==> src/rtl/uart_rx_frontend.sv <==
// uart_rx_frontend: synchronised, oversampled 8N1 UART receiver with one-entry valid/ready holding register; `define UART_RX_PARITY_EN adds a parity bit (sense set by PARITY_ODD)
module uart_rx_frontend #(
  parameter int CLKS_PER_BIT = 434,
  parameter int CNT_W = 9,
  parameter int PARITY_ODD = 0
) (
  input  logic       clk,
  input  logic       rst,
  input  logic       rx_i,
  output logic [7:0] data_o,
  output logic       valid_o,
  input  logic       ready_i,
  output logic       frame_err_o,
  output logic       parity_err_o,
  output logic       overrun_o,
  output logic       busy_o
);
  localparam int H = CLKS_PER_BIT / 2;
  typedef enum logic [2:0] {IDLE, START, DATA, PARITY, STOP, WAIT_IDLE} state_t;
  state_t state, state_n;
  logic s1, rxs, last, deliver, ok;
  logic [CNT_W-1:0] cnt;
  logic [2:0] idx;
  logic [7:0] sh;
  assign busy_o = state != IDLE;
  // next state: mid-start check, then one sample per bit period
  always_comb begin
    last = cnt == ((state == START) ? CNT_W'(H - 1) : CNT_W'(CLKS_PER_BIT - 1));
    state_n = state;
    case (state)
      IDLE:      if (!rxs) state_n = START;
      START:     if (last) state_n = rxs ? IDLE : DATA;
`ifdef UART_RX_PARITY_EN
      DATA:      if (last && &idx) state_n = PARITY;
      PARITY:    if (last) state_n = STOP;
`else
      DATA:      if (last && &idx) state_n = STOP;
`endif
      STOP:      if (last) state_n = rxs ? IDLE : WAIT_IDLE;
      WAIT_IDLE: if (rxs) state_n = IDLE;
      default:   state_n = IDLE;
    endcase
    deliver = state == STOP && last && rxs && ok;
  end
`ifdef UART_RX_PARITY_EN
  logic bad, perr, perr_q;
  assign perr = (^sh ^ rxs) != 1'(PARITY_ODD);
  assign ok = !bad;
  assign parity_err_o = perr_q;
  // parity result: pulse on mismatch and remember it to suppress delivery
  always_ff @(posedge clk) begin
    if (rst) begin
      bad <= 1'b0;
      perr_q <= 1'b0;
    end else begin
      perr_q <= state == PARITY && last && perr;
      if (state == START) bad <= 1'b0;
      else if (state == PARITY && last) bad <= perr;
    end
  end
`else
  assign ok = 1'b1;
  assign parity_err_o = PARITY_ODD < 0;
`endif
  // synchroniser, bit timing, deframing and holding register
  always_ff @(posedge clk) begin
    if (rst) begin
      s1 <= 1'b1;
      rxs <= 1'b1;
      state <= IDLE;
      cnt <= '0;
      idx <= '0;
      sh <= '0;
      data_o <= '0;
      valid_o <= 1'b0;
      frame_err_o <= 1'b0;
      overrun_o <= 1'b0;
    end else begin
      s1 <= rx_i;
      rxs <= s1;
      state <= state_n;
      cnt <= (state == IDLE || state == WAIT_IDLE || last) ? '0 : cnt + 1'b1;
      if (state == START) idx <= '0;
      else if (state == DATA && last) begin
        sh <= {rxs, sh[7:1]};
        idx <= idx + 1'b1;
      end
      frame_err_o <= state == STOP && last && !rxs;
      if (deliver && !(valid_o && !ready_i)) begin
        data_o <= sh;
        valid_o <= 1'b1;
      end else if (deliver) overrun_o <= 1'b1;
      else if (ready_i) valid_o <= 1'b0;
    end
  end
endmodule

==> config.mk <==
export PLATFORM = sky130hd
export DESIGN_NAME = uart_rx_frontend
export DESIGN_NICKNAME = d
export VERILOG_FILES = /design/src/rtl/uart_rx_frontend.sv
export SDC_FILE = /design/constraint.sdc
export NUM_CORES = 1
export LEC_CHECK = 0
export ABC_CLOCK_PERIOD_IN_PS = 2500
export CORE_UTILIZATION = 63
export CTS_BUF_LIST = sky130_fd_sc_hd__clkbuf_2 sky130_fd_sc_hd__clkbuf_4 sky130_fd_sc_hd__clkbuf_8
export CTS_CLUSTER_SIZE = 30
export DETAILED_ROUTE_END_ITERATION = 6
export PLACE_DENSITY = 0.86
export SYNTH_ARGS = -nofsm -noshare
export SYNTH_HDL_FRONTEND = slang
export SYNTH_SLANG_ARGS = --single-unit
==> constraint.sdc <==
create_clock -name clk -period 2.5 [get_ports clk]
set_input_delay 0.375 -clock clk [delete_from_list [all_inputs] [get_ports clk]]
set_output_delay 0.375 -clock clk [all_outputs]
set_load 0.03 [all_outputs]
# Yosys cells after proc, flatten, opt, wreduce, memory -nomap -nowiden
# Index checks and enable logic that the tools add are counted.
dict set report op_classes {
  n_eq_ne 11
  reduce_logical 22
  bitwise_logic 2
  n_addsub 2
  mux 12
}
# operator count
set ops {}
lappend ops {{$mux W3} 6}
lappend ops {{$pmux W3 S5} 1}
lappend ops {{$ne A2 B2 Y1 const B} 5}
lappend ops {{$add A9 B1 Y9 const B} 1}
lappend ops {{$eq A9 B9 Y1} 1}
lappend ops {{$mux W9} 1}
lappend ops {{$logic_and A1 B1 Y1} 7}
lappend ops {{$eq A3 B3 Y1 const B} 2}
lappend ops {{$reduce_and A2 Y1} 3}
lappend ops {{$reduce_and A5 Y1} 1}
lappend ops {{$reduce_or A2 Y1} 2}
lappend ops {{$add A3 B1 Y3 const B} 1}
lappend ops {{$eq A3 B1 Y1 const B} 1}
lappend ops {{$eq A3 B2 Y1 const B} 1}
lappend ops {{$logic_not A1 Y1} 3}
lappend ops {{$logic_not A3 Y1} 1}
lappend ops {{$mux W1} 3}
lappend ops {{$reduce_and A3 Y1} 1}
lappend ops {{$reduce_bool A3 Y1} 1}
lappend ops {{$logic_or A1 B1 Y1} 2}
lappend ops {{$mux W2} 1}
lappend ops {{$ne A2 B1 Y1 const B} 1}
lappend ops {{$not A1 Y1} 2}
lappend ops {{$reduce_bool A2 Y1} 1}
dict set report totals {
  word_cells 59
  output_inout_bits 13
  register_bits 36
}

# Logic depth before layout (Yosys ltp)
# Gate-level depths: netlist of the first run.
dict set report logic_depth {
  word_depth 8
  mapped_depth 7
}

# Worst setup path before layout of the first run
# OpenSTA, ideal clock, no wires.
dict set report synth_timing {
  path_kind {reg2reg}
  startpoint {register state[0]}
  endpoint {register state[0]}
  t_arrival_ns 1.514
  path_stages_with_launch 5
  slack_ns 0.870
  synth_period_minus_slack_ns 1.630
  t_required_ns 2.384
  n_path_buf 0
  setup_ns 0.116
  cell_sequence {dfxtp_1 > or3b_4 > or4_4 > and2_1 > o211a_1}
}
dict set report synth_between {
  elab_chain_cells 6
}
# element line
set synth_lines {}
lappend synth_lines {{from (decl)} 20} ;# state_t state, state_n;
lappend synth_lines {{from (signal assigned)} 81} ;# state <= state_n;
lappend synth_lines {{$eq A3 B1 Y1} {28, 30}}
lappend synth_lines {{$mux W9} 28} ;# last = cnt == ((state == START) ? CNT_W'(H - 1) : CNT_W'(CLKS_PER_BIT - 1));
lappend synth_lines {{$eq A9 B9 Y1} 28}
lappend synth_lines {{$logic_and A1 B1 Y1} 37} ;# DATA: if (last && &idx) state_n = STOP;
lappend synth_lines {{$ne A2 B2 Y1 (no line)} -}
lappend synth_lines {{$reduce_and A5 Y1 (no line)} -}
# Parallel ways exist; a longest one is shown, timed or not.
# A chain may end at the register's enable or synchronous reset.

# Worst setup path in the final report of the first run
dict set report layout_timing {
  startpoint {register state[0]}
  endpoint {output busy_o}
}
dict set report layout_between {
  elab_chain_cells 1
}
# element line
set layout_lines {}
lappend layout_lines {{$reduce_bool A3 Y1} 25} ;# assign busy_o = state != IDLE;
lappend layout_lines {{to (decl)} 16} ;# output logic busy_o
# Every way passes these cells.

==> run_results.csv, run 1 <==
group,metric,value,unit
synth,netlist_area,1700,µm²
critical_path,critPathRequiredTime,2120,ps
floorplanning,die_w,53.9,µm
place,detailed_place_hpwl,2240,µm
clock_network,cts_repair_resize_count,0,
synth,synth_ff_type,"dfxtp_1",
clock_network,clkTransAtPathRegs,100,ps
synth,synth-edff-count,0,
finish,n_antenna_cell,0,
sta,setup_violations,0,
synth,synth_async_sr_flop_share,0,
global_routing,grt_max_degree,25,
detailed_routing,wl_met1,1610,µm
power,irDropWorstVdd,0.883,mV
clock_network,cts_num_sinks,36,
floorplanning,ios,17,
power,p_per_area,723,nW/µm²
global_routing,grt_pass1_vias,1201,
synth,synth.most_common_cell,"dfxtp_1",
synth,ys_top_cells_by_count,"dfxtp_1 (36), nor2_1 (22), nand3_1 (12)",
floorplanning,dieArea,2900,µm²
detailed_routing,drt_iter0_drc,34,
critical_path,cp_data_arrival_time,1820,ps
power,power,1390,µW
finish,syn2layout_area_growth,13.2,%
clock_network,clock_latency,330,ps
min_path,worst_hold_path_type,"register to register",
synth,synthTopCellsByArea,"dfxtp_1 (43%), mux2i_1 (5.9%), nor2_1 (4.9%)",
synth,synth_top_cell_by_area,"dfxtp_1",
critical_path,crit_type,"register to primary output",
sta,tightestPinTransition,627,ps
sta,fmax,0.455,GHz
critical_path,critPathMaxFanout,14,
detailed_routing,via_count,1317,
detailed_routing,wl_met2,1630,µm
sta,drv_slew,0,
detailed_routing,ant_nets,0,
sta,min_period_over_period,0.878,
sta,finalHoldViolations,0,
synth,ys_ff_latch,36,
floorplanning,core,2500,µm²
critical_path,endpoint_kind,"primary output",
job,cap_violations,0,
sta,maxSlewHeadroom,0.582,
detailed_routing,route.detailed.wl_per_inst,15.1,µm
synth,synthDistinctLibCells,45,
sta,fin_hold_ws,435,ps
clock_network,post_cts_buffers,0,
place,io_buffers,15,
clock_network,cts.path.max_buffers,2,
critical_path,startpoint_type,"register",
detailed_routing,route.detailed.drc,0,
finish,drive_gt1_frac,0.0933,
global_routing,grt_remaining_overflow,0,
detailed_routing,met3_length,111,µm
synth,avgSynthCellArea,9.37,µm²
sta,fin_setup_tns,0,ps
synth,syn_nets,188,
synth,synth-warning-count,0,
finish,nets,199,
detailed_routing,first_pass_iters,5,
outcome,outcome,"completed",
detailed_routing,wl,3370,µm
floorplanning,die_y,53.9,µm
sta,finClkSkew,4.58,ps
detailed_routing,vias_per_cell,5.91,
sta,rsz0062_at_grt,"false",
floorplanning,rows,18,
synth,yosysTopAreaCellShare,0.425,
clock_network,htree_levels,2,
global_routing,antenna_found_initial,0,
clock_network,cts_buffers,5,
floorplanning,start_util,0.678,
place,gp_congestion,0.776,
global_routing,grt_usage,0.260,
sta,min_period,2200,ps
clock_network,cts_hold_buf,0,
clock_network,cts_tree,"yes",
detailed_routing,highest_layer,"met4",
global_routing,grt_pass1_wl,5350,µm
power,p_leak,0.000760,µW
clock_network,root_buffer,"clkbuf_4",
finish,utilization,0.768,
synth,synthCells,181,
synth,synth-seq-area-share,0.425,
## sequential cells by signal (all words and copies together) (netlist names)
signal / cells
rxs: 1
idx: 3
sh: 8
s1: 1
state: 3
frame_err_o: 1
overrun_o: 1
cnt: 9
data_o: 8
valid_o: 1
## where the power goes
group          leakage (µW)  switching [µW]  internal (µW)  total, µW
logic              0.000423             152            133        285
clock network     0.0000456             192            221        413
registers          0.000291            89.8            601        691
total              0.000760             434            955       1390
## metal layers
metal	GRT usage	up-vias
met3	0.0706	4
met1	0.326	624
met4	0.0965	0
li1	-	664
met5	0	-
met2	0.422	25
## path summary, 6_finish.rpt
kind         startpoint         to  slack, ps  cells past startpoint
min                  s1        rxs        440                      1
max            state[0]     busy_o        300                      2
max reg2reg         rxs  data_o[5]        560                      4
min reg2reg          s1        rxs        440                      1
## kinds of logic after synthesis
logic type / share of synthesized area
other cells: 0.00221
simple gates: 0.266
fa+ha+maj: 0.0221
compound gates: 0.140
flops: 0.425
buf+inv: 0.0435
mux: 0.0590
xor+xnor: 0.0413
## cell type report
class                           instances  area [µm²]
Clock inverter                          2        35.0
Timing Repair Buffer                   17         165
Sequential cell                        36         721
Clock buffer                            6        45.0
Fill cell                             184         581
Tap cell                               30        37.5
Inverter                                4        15.0
Multi-Input combinational cell        128         901
## through the flow
| stage | std cells | area, µm² | worst slack, ps |
|---|---|---|---|
| after floorplan | 181 | 1700 | 870 |
| after global placement | 215 | 1840 | 658 |
| after detailed placement | 215 | 1840 | 593 |
| after CTS | 223 | 1920 | 322 |
| after global routing | 223 | 1920 | 232 |
| final | 223 | 1920 | 304 |
## critical path, cell delays in order (launching register included)
cell and delay, ps:
dfxtp_1 440, or3_1 440, clkdlybuf4s50_1 600
## cell usage in the layout, fill, tap and decap left out, drive strengths merged, types with 2 or more instances in the layout
cell type       n
dfxtp          36
nor2           22
clkdlybuf4s50  15
nand3          13
a21oi          11
mux2i          10
a21bo           8
xor2            7
nand4           6
clkbuf          6
nor3            5
a31oi           4
nand2           4
inv             4
or2             3
ha              3
and4            2
nand2b          2
nor4b           2
o21a            2
and2            2
o211a           2
buf             2
and4bb          2
nand4bb         2
or4             2
nor3b           2
Note: power is estimated with default switching activity, not from simulation.
==> inputs of run 2 (changes only) <==
--- a/config.mk
+++ b/config.mk
@@ -6,6 +6,7 @@
 export NUM_CORES = 1
 export LEC_CHECK = 0
 export ABC_CLOCK_PERIOD_IN_PS = 2500
+export CORE_ASPECT_RATIO = 0.8
 export CORE_UTILIZATION = 63
 export CTS_BUF_LIST = sky130_fd_sc_hd__clkbuf_2 sky130_fd_sc_hd__clkbuf_4 sky130_fd_sc_hd__clkbuf_8
 export CTS_CLUSTER_SIZE = 30
==> run_results.csv, run 2 (same netlist as run 1, synthesis figures left out) <==
group,metric,value,unit
sta,fin_setup_tns,0,ps
min_path,hold-path-cell-count,1,
clock_network,cts_num_sinks,36,
global_routing,grt_usage,0.269,
finish,syn2layout_area_growth,13.7,%
global_routing,antenna_found_initial,0,
sta,maxSlewHeadroom,0.563,
power,p_leak,0.000760,µW
finish,regMostFlops,"cnt",
power,irDropWorstVdd,0.435,mV
global_routing,grt_pass1_vias,1245,
critical_path,startpoint_type,"register",
finish,final_common_cell,"dfxtp_1",
finish,drive_gt1_frac,0.0933,
place,dp_cells,221,
clock_network,clock_latency,330,ps
sta,finClkSkew,5.76,ps
place,detailed_place_hpwl,2330,µm
clock_network,cts_repair_resize_count,0,
floorplanning,dieArea,2900,µm²
min_path,worst_hold_path_type,"register to register",
critical_path,slowest_delay,600,ps
global_routing,grt_most_used_layer,"met2",
detailed_routing,wl,3480,µm
clock_network,cts_hold_buf,0,
global_routing,grt_pass1_wl,5840,µm
finish,fin_cells,229,
sta,fmax,0.463,GHz
detailed_routing,via_count,1359,
sta,fin_hold_ws,430,ps
critical_path,path_cells,"or3_1 > clkdlybuf4s50_1",
clock_network,cts_tree,"yes",
critical_path,r2r_setup_slack,590,ps
floorplanning,die_w,60,µm
critical_path,critPathRequiredTime,2120,ps
critical_path,endpoint_kind,"primary output",
floorplanning,rows,16,
critical_path,cp_data_arrival_time,1780,ps
place,io_buffers,15,
finish,utilization,0.770,
global_routing,grt_max_degree,24,
finish,final_cell_mix,"dfxtp_1 (36), nor2_1 (22), clkdlybuf4s50_1 (15), nand3_1 (12), a21oi_1 (11)",
detailed_routing,route.detailed.drc,0,
floorplanning,ios,17,
sta,min_period_over_period,0.863,
sta,rsz0062_at_grt,"false",
critical_path,timing.rr.end,"state[0]",
global_routing,met2_usage,0.387,
critical_path,critPathLaunch,"state[0]",
clock_network,clkTransAtPathRegs,100,ps
critical_path,crit_type,"register to primary output",
job,cap_violations,0,
detailed_routing,vias_per_cell,5.93,
clock_network,htree_levels,2,
clock_network,post_cts_buffers,0,
global_routing,grt_use_met3,0.0882,
clock_network,cts_buffers,5,
sta,finalHoldViolations,0,
clock_network,root_buffer,"clkbuf_4",
floorplanning,start_util,0.678,
critical_path,critPathMaxFanout,14,
floorplanning,core,2500,µm²
finish,top_regs,"cnt x9, data_o x8, sh x8",
critical_path,r2r-start,"state[0]",
finish,nets,199,
global_routing,grt_remaining_overflow,0,
power,p_per_area,711,nW/µm²
critical_path,cpMaxStageDelayCell,"clkdlybuf4s50_1",
place,gp_congestion,0.842,
detailed_routing,ant_nets,0,
global_routing,met1_usage,0.371,
finish,n_antenna_cell,0,
sta,drv_slew,0,
floorplanning,die_y,48.4,µm
place,placed_area,1850,µm²
sta,tightestPinTransition,656,ps
finish,fin_area,1930,µm²
detailed_routing,drt_iter0_drc,95,
detailed_routing,first_pass_iters,4,
finish,largest_register_ffs,9,
clock_network,cts.path.max_buffers,2,
critical_path,setup.worst_path.end,"busy_o",
sta,min_period,2160,ps
sta,setup_violations,0,
detailed_routing,route.detailed.wl_per_inst,15.2,µm
critical_path,r2r_cells,4,
outcome,outcome,"completed",
run 2: worst max-delay path: cells and delay by family, from the launching register on:
| family | cells | cell delay [ps] |
|---|---|---|
| simple gates | 1 | 420 |
| flops | 1 | 430 |
| buf+inv | 1 | 600 |
run 2: final cells by class:
cell class / instances / area (µm²)
clock inverters: 2 / 35.0
well taps: 36 / 45.0
fillers: 167 / 576
flip-flops and latches: 36 / 721
multi-input cells: 128 / 901
clock buffers: 6 / 45.0
inverters: 4 / 15.0
repair buffers: 17 / 165
run 2: report_power, final:
| part | internal (µW) | switching (µW) |
|---|---|---|
| logic | 132 | 147 |
| clock network | 220 | 184 |
| registers | 601 | 84.3 |
| total | 954 | 416 |
run 2: metrics by stage:
step | total power (µW) | worst slack, ps
3_3_place_gp | 963 | 650
6_report | 1370 | 342
4_1_cts | 1370 | 340
5_1_grt | 1440 | 279
2_1_floorplan | 907 | 870
3_5_place_dp | 972 | 611
run 2: routing by layer:
metal,part of all wire,vias to the layer above
met5,0,-
met2,0.47,48
met1,0.47,639
met3,0.051,4
met4,0.0069,0
li1,-,668
run 2: worst min-delay path by stage:
stage                     start   to  slack [ps]
after floorplan              s1  rxs         380
final                        s1  rxs         430
after CTS                    s1  rxs         430
after global routing         s1  rxs         440
after global placement       s1  rxs         400
after detailed placement     s1  rxs         410
==> inputs of run 3 (changes only) <==
--- a/config.mk
+++ b/config.mk
@@ -11,6 +11,7 @@
 export CTS_BUF_LIST = sky130_fd_sc_hd__clkbuf_2 sky130_fd_sc_hd__clkbuf_4 sky130_fd_sc_hd__clkbuf_8
 export CTS_CLUSTER_SIZE = 30
 export DETAILED_ROUTE_END_ITERATION = 6
+export MAX_ROUTING_LAYER = met4
 export PLACE_DENSITY = 0.86
 export SYNTH_ARGS = -nofsm -noshare
 export SYNTH_HDL_FRONTEND = slang
==> run_results.csv, run 3 (same netlist as run 1, synthesis figures left out) <==
group,metric,value,unit
outcome,outcome,"completed",
floorplanning,dieArea,2900,µm²
finish,seqCellArea,721,µm²
critical_path,crit_type,"register to primary output",
floorplanning,ios,17,
clock_network,post_cts_buffers,0,
global_routing,grt_usage,0.278,
floorplanning,start_util,0.678,
global_routing,grt_pass1_vias,1238,
sta,maxSlewHeadroom,0.567,
finish,top_regs,"cnt x9, data_o x8, sh x8",
detailed_routing,ant_nets,0,
place,dp_cells,221,
global_routing,grt_max_degree,24,
finish,final_cell_mix,"dfxtp_1 (36), nor2_1 (22), clkdlybuf4s50_1 (15), nand3_1 (12), a21oi_1 (11)",
sta,fin_hold_ws,431,ps
detailed_routing,vias_per_cell,5.91,
clock_network,htree_levels,2,
critical_path,cp_data_arrival_time,1780,ps
sta,rsz0062_at_grt,"false",
floorplanning,die_y,48.4,µm
power,irDropWorstVdd,0.433,mV
min_path,hold_end,"rxs",
sta,finClkSkew,5.46,ps
finish,regMostFlops,"cnt",
job,cap_violations,0,
power,power,1370,µW
detailed_routing,route.detailed.wl_per_inst,15.2,µm
min_path,worstHoldStart,"s1",
sta,fin_setup_tns,0,ps
finish,nets,199,
place,detailed_place_hpwl,2330,µm
floorplanning,core,2500,µm²
detailed_routing,route.detailed.drc,0,
finish,n_antenna_cell,0,
critical_path,r2r_setup_slack,590,ps
clock_network,cts_repair_resize_count,0,
sta,min_period,2150,ps
global_routing,grt_pass1_wl,5890,µm
finish,final_common_cell,"dfxtp_1",
min_path,hold-path-cell-count,1,
clock_network,cts_num_sinks,36,
critical_path,r2r-start,"state[0]",
detailed_routing,via_count,1353,
clock_network,clock_latency,330,ps
detailed_routing,first_pass_iters,4,
critical_path,critPathRequiredTime,2120,ps
sta,fmax,0.464,GHz
sta,finalHoldViolations,0,
power,p_per_area,713,nW/µm²
place,gp_congestion,0.855,
critical_path,critPathMaxFanout,14,
finish,drive_gt1_frac,0.0933,
global_routing,grt_remaining_overflow,0,
critical_path,endpoint_kind,"primary output",
finish,largest_register_ffs,9,
critical_path,timing.rr.end,"state[0]",
detailed_routing,drt_iter0_drc,79,
detailed_routing,wl,3470,µm
floorplanning,rows,16,
finish,multi_input_area,901,µm²
critical_path,crit_family,"buffers and inverters",
clock_network,cts_hold_buf,0,
critical_path,startpoint_type,"register",
clock_network,cts_buffers,5,
critical_path,path_cells,"or3_1 > clkdlybuf4s50_1",
finish,syn2layout_area_growth,13.7,%
critical_path,r2r_cells,4,
clock_network,clkTransAtPathRegs,100,ps
sta,drv_slew,0,
sta,setup_violations,0,
critical_path,cpMaxStageDelayCell,"clkdlybuf4s50_1",
clock_network,cts.path.max_buffers,2,
sta,tightestPinTransition,649,ps
global_routing,antenna_found_initial,0,
critical_path,slowest_delay,600,ps
power,p_leak,0.000760,µW
clock_network,cts_tree,"yes",
critical_path,cp_num_buf_inv,1,
place,io_buffers,15,
clock_network,root_buffer,"clkbuf_4",
sta,min_period_over_period,0.861,
min_path,worst_hold_path_type,"register to register",
finish,fill_cells,167,
finish,fin_cells,229,
floorplanning,die_w,60,µm
[run 3: cell counts in the layout (fill, tap and decap cells not counted)]
Identical to the previous run, type by type.
[run 3: cell type report]
cell class	instances	area share
clock buffers	6	0.0234
clock inverters	2	0.0182
multi-input cells	128	0.468
inverters	4	0.00779
flip-flops and latches	36	0.374
well taps	36	0.0234
repair buffers	17	0.0857
[run 3: power breakdown]
part	total [µW]	switching (µW)	internal (µW)
clock	406	185	221
combinational	281	149	132
sequential	686	84.8	601
total	1370	419	954
[run 3: worst max path at each step]
stage | startpoint | endpoint | slack [ps] | depth (start not counted)
finish | state[0] | busy_o | 350 | 2
global route | state[1] | busy_o | 280 | 2
CTS | state[0] | busy_o | 340 | 2
detailed placement | state[0] | state[0] | 610 | 4
global placement | state[0] | state[0] | 650 | 4
floorplan | state[0] | state[0] | 870 | 4
[run 3: layer usage]
| layer | vias to the layer above | track usage | share of wire | wire length (µm) |
|---|---|---|---|---|
| li1 | 666 | - | - | - |
| met1 | 637 | 0.376 | 0.47 | 1630 |
| met2 | 46 | 0.387 | 0.47 | 1640 |
| met3 | 4 | 0.0882 | 0.050 | 174 |
| met4 | 0 | 0.105 | 0.0078 | 27 |
| met5 | - | - | 0 | 0 |
[run 3: worst register-to-register path: stages, from the launching register on]
cell     delay (ps)
dfxtp_1         560
or3b_4          450
or4_4           450
and2_1          170
o211a_1         190
[run 3: stage by stage]
stage / area, µm² / worst slack, ps / utilization
after floorplan: 1700 / 870 / -
after global placement: 1850 / 650 / 0.738
after detailed placement: 1850 / 611 / 0.738
after CTS: 1930 / 340 / 0.770
after global routing: 1930 / 279 / 0.770
final: 1930 / 346 / 0.770
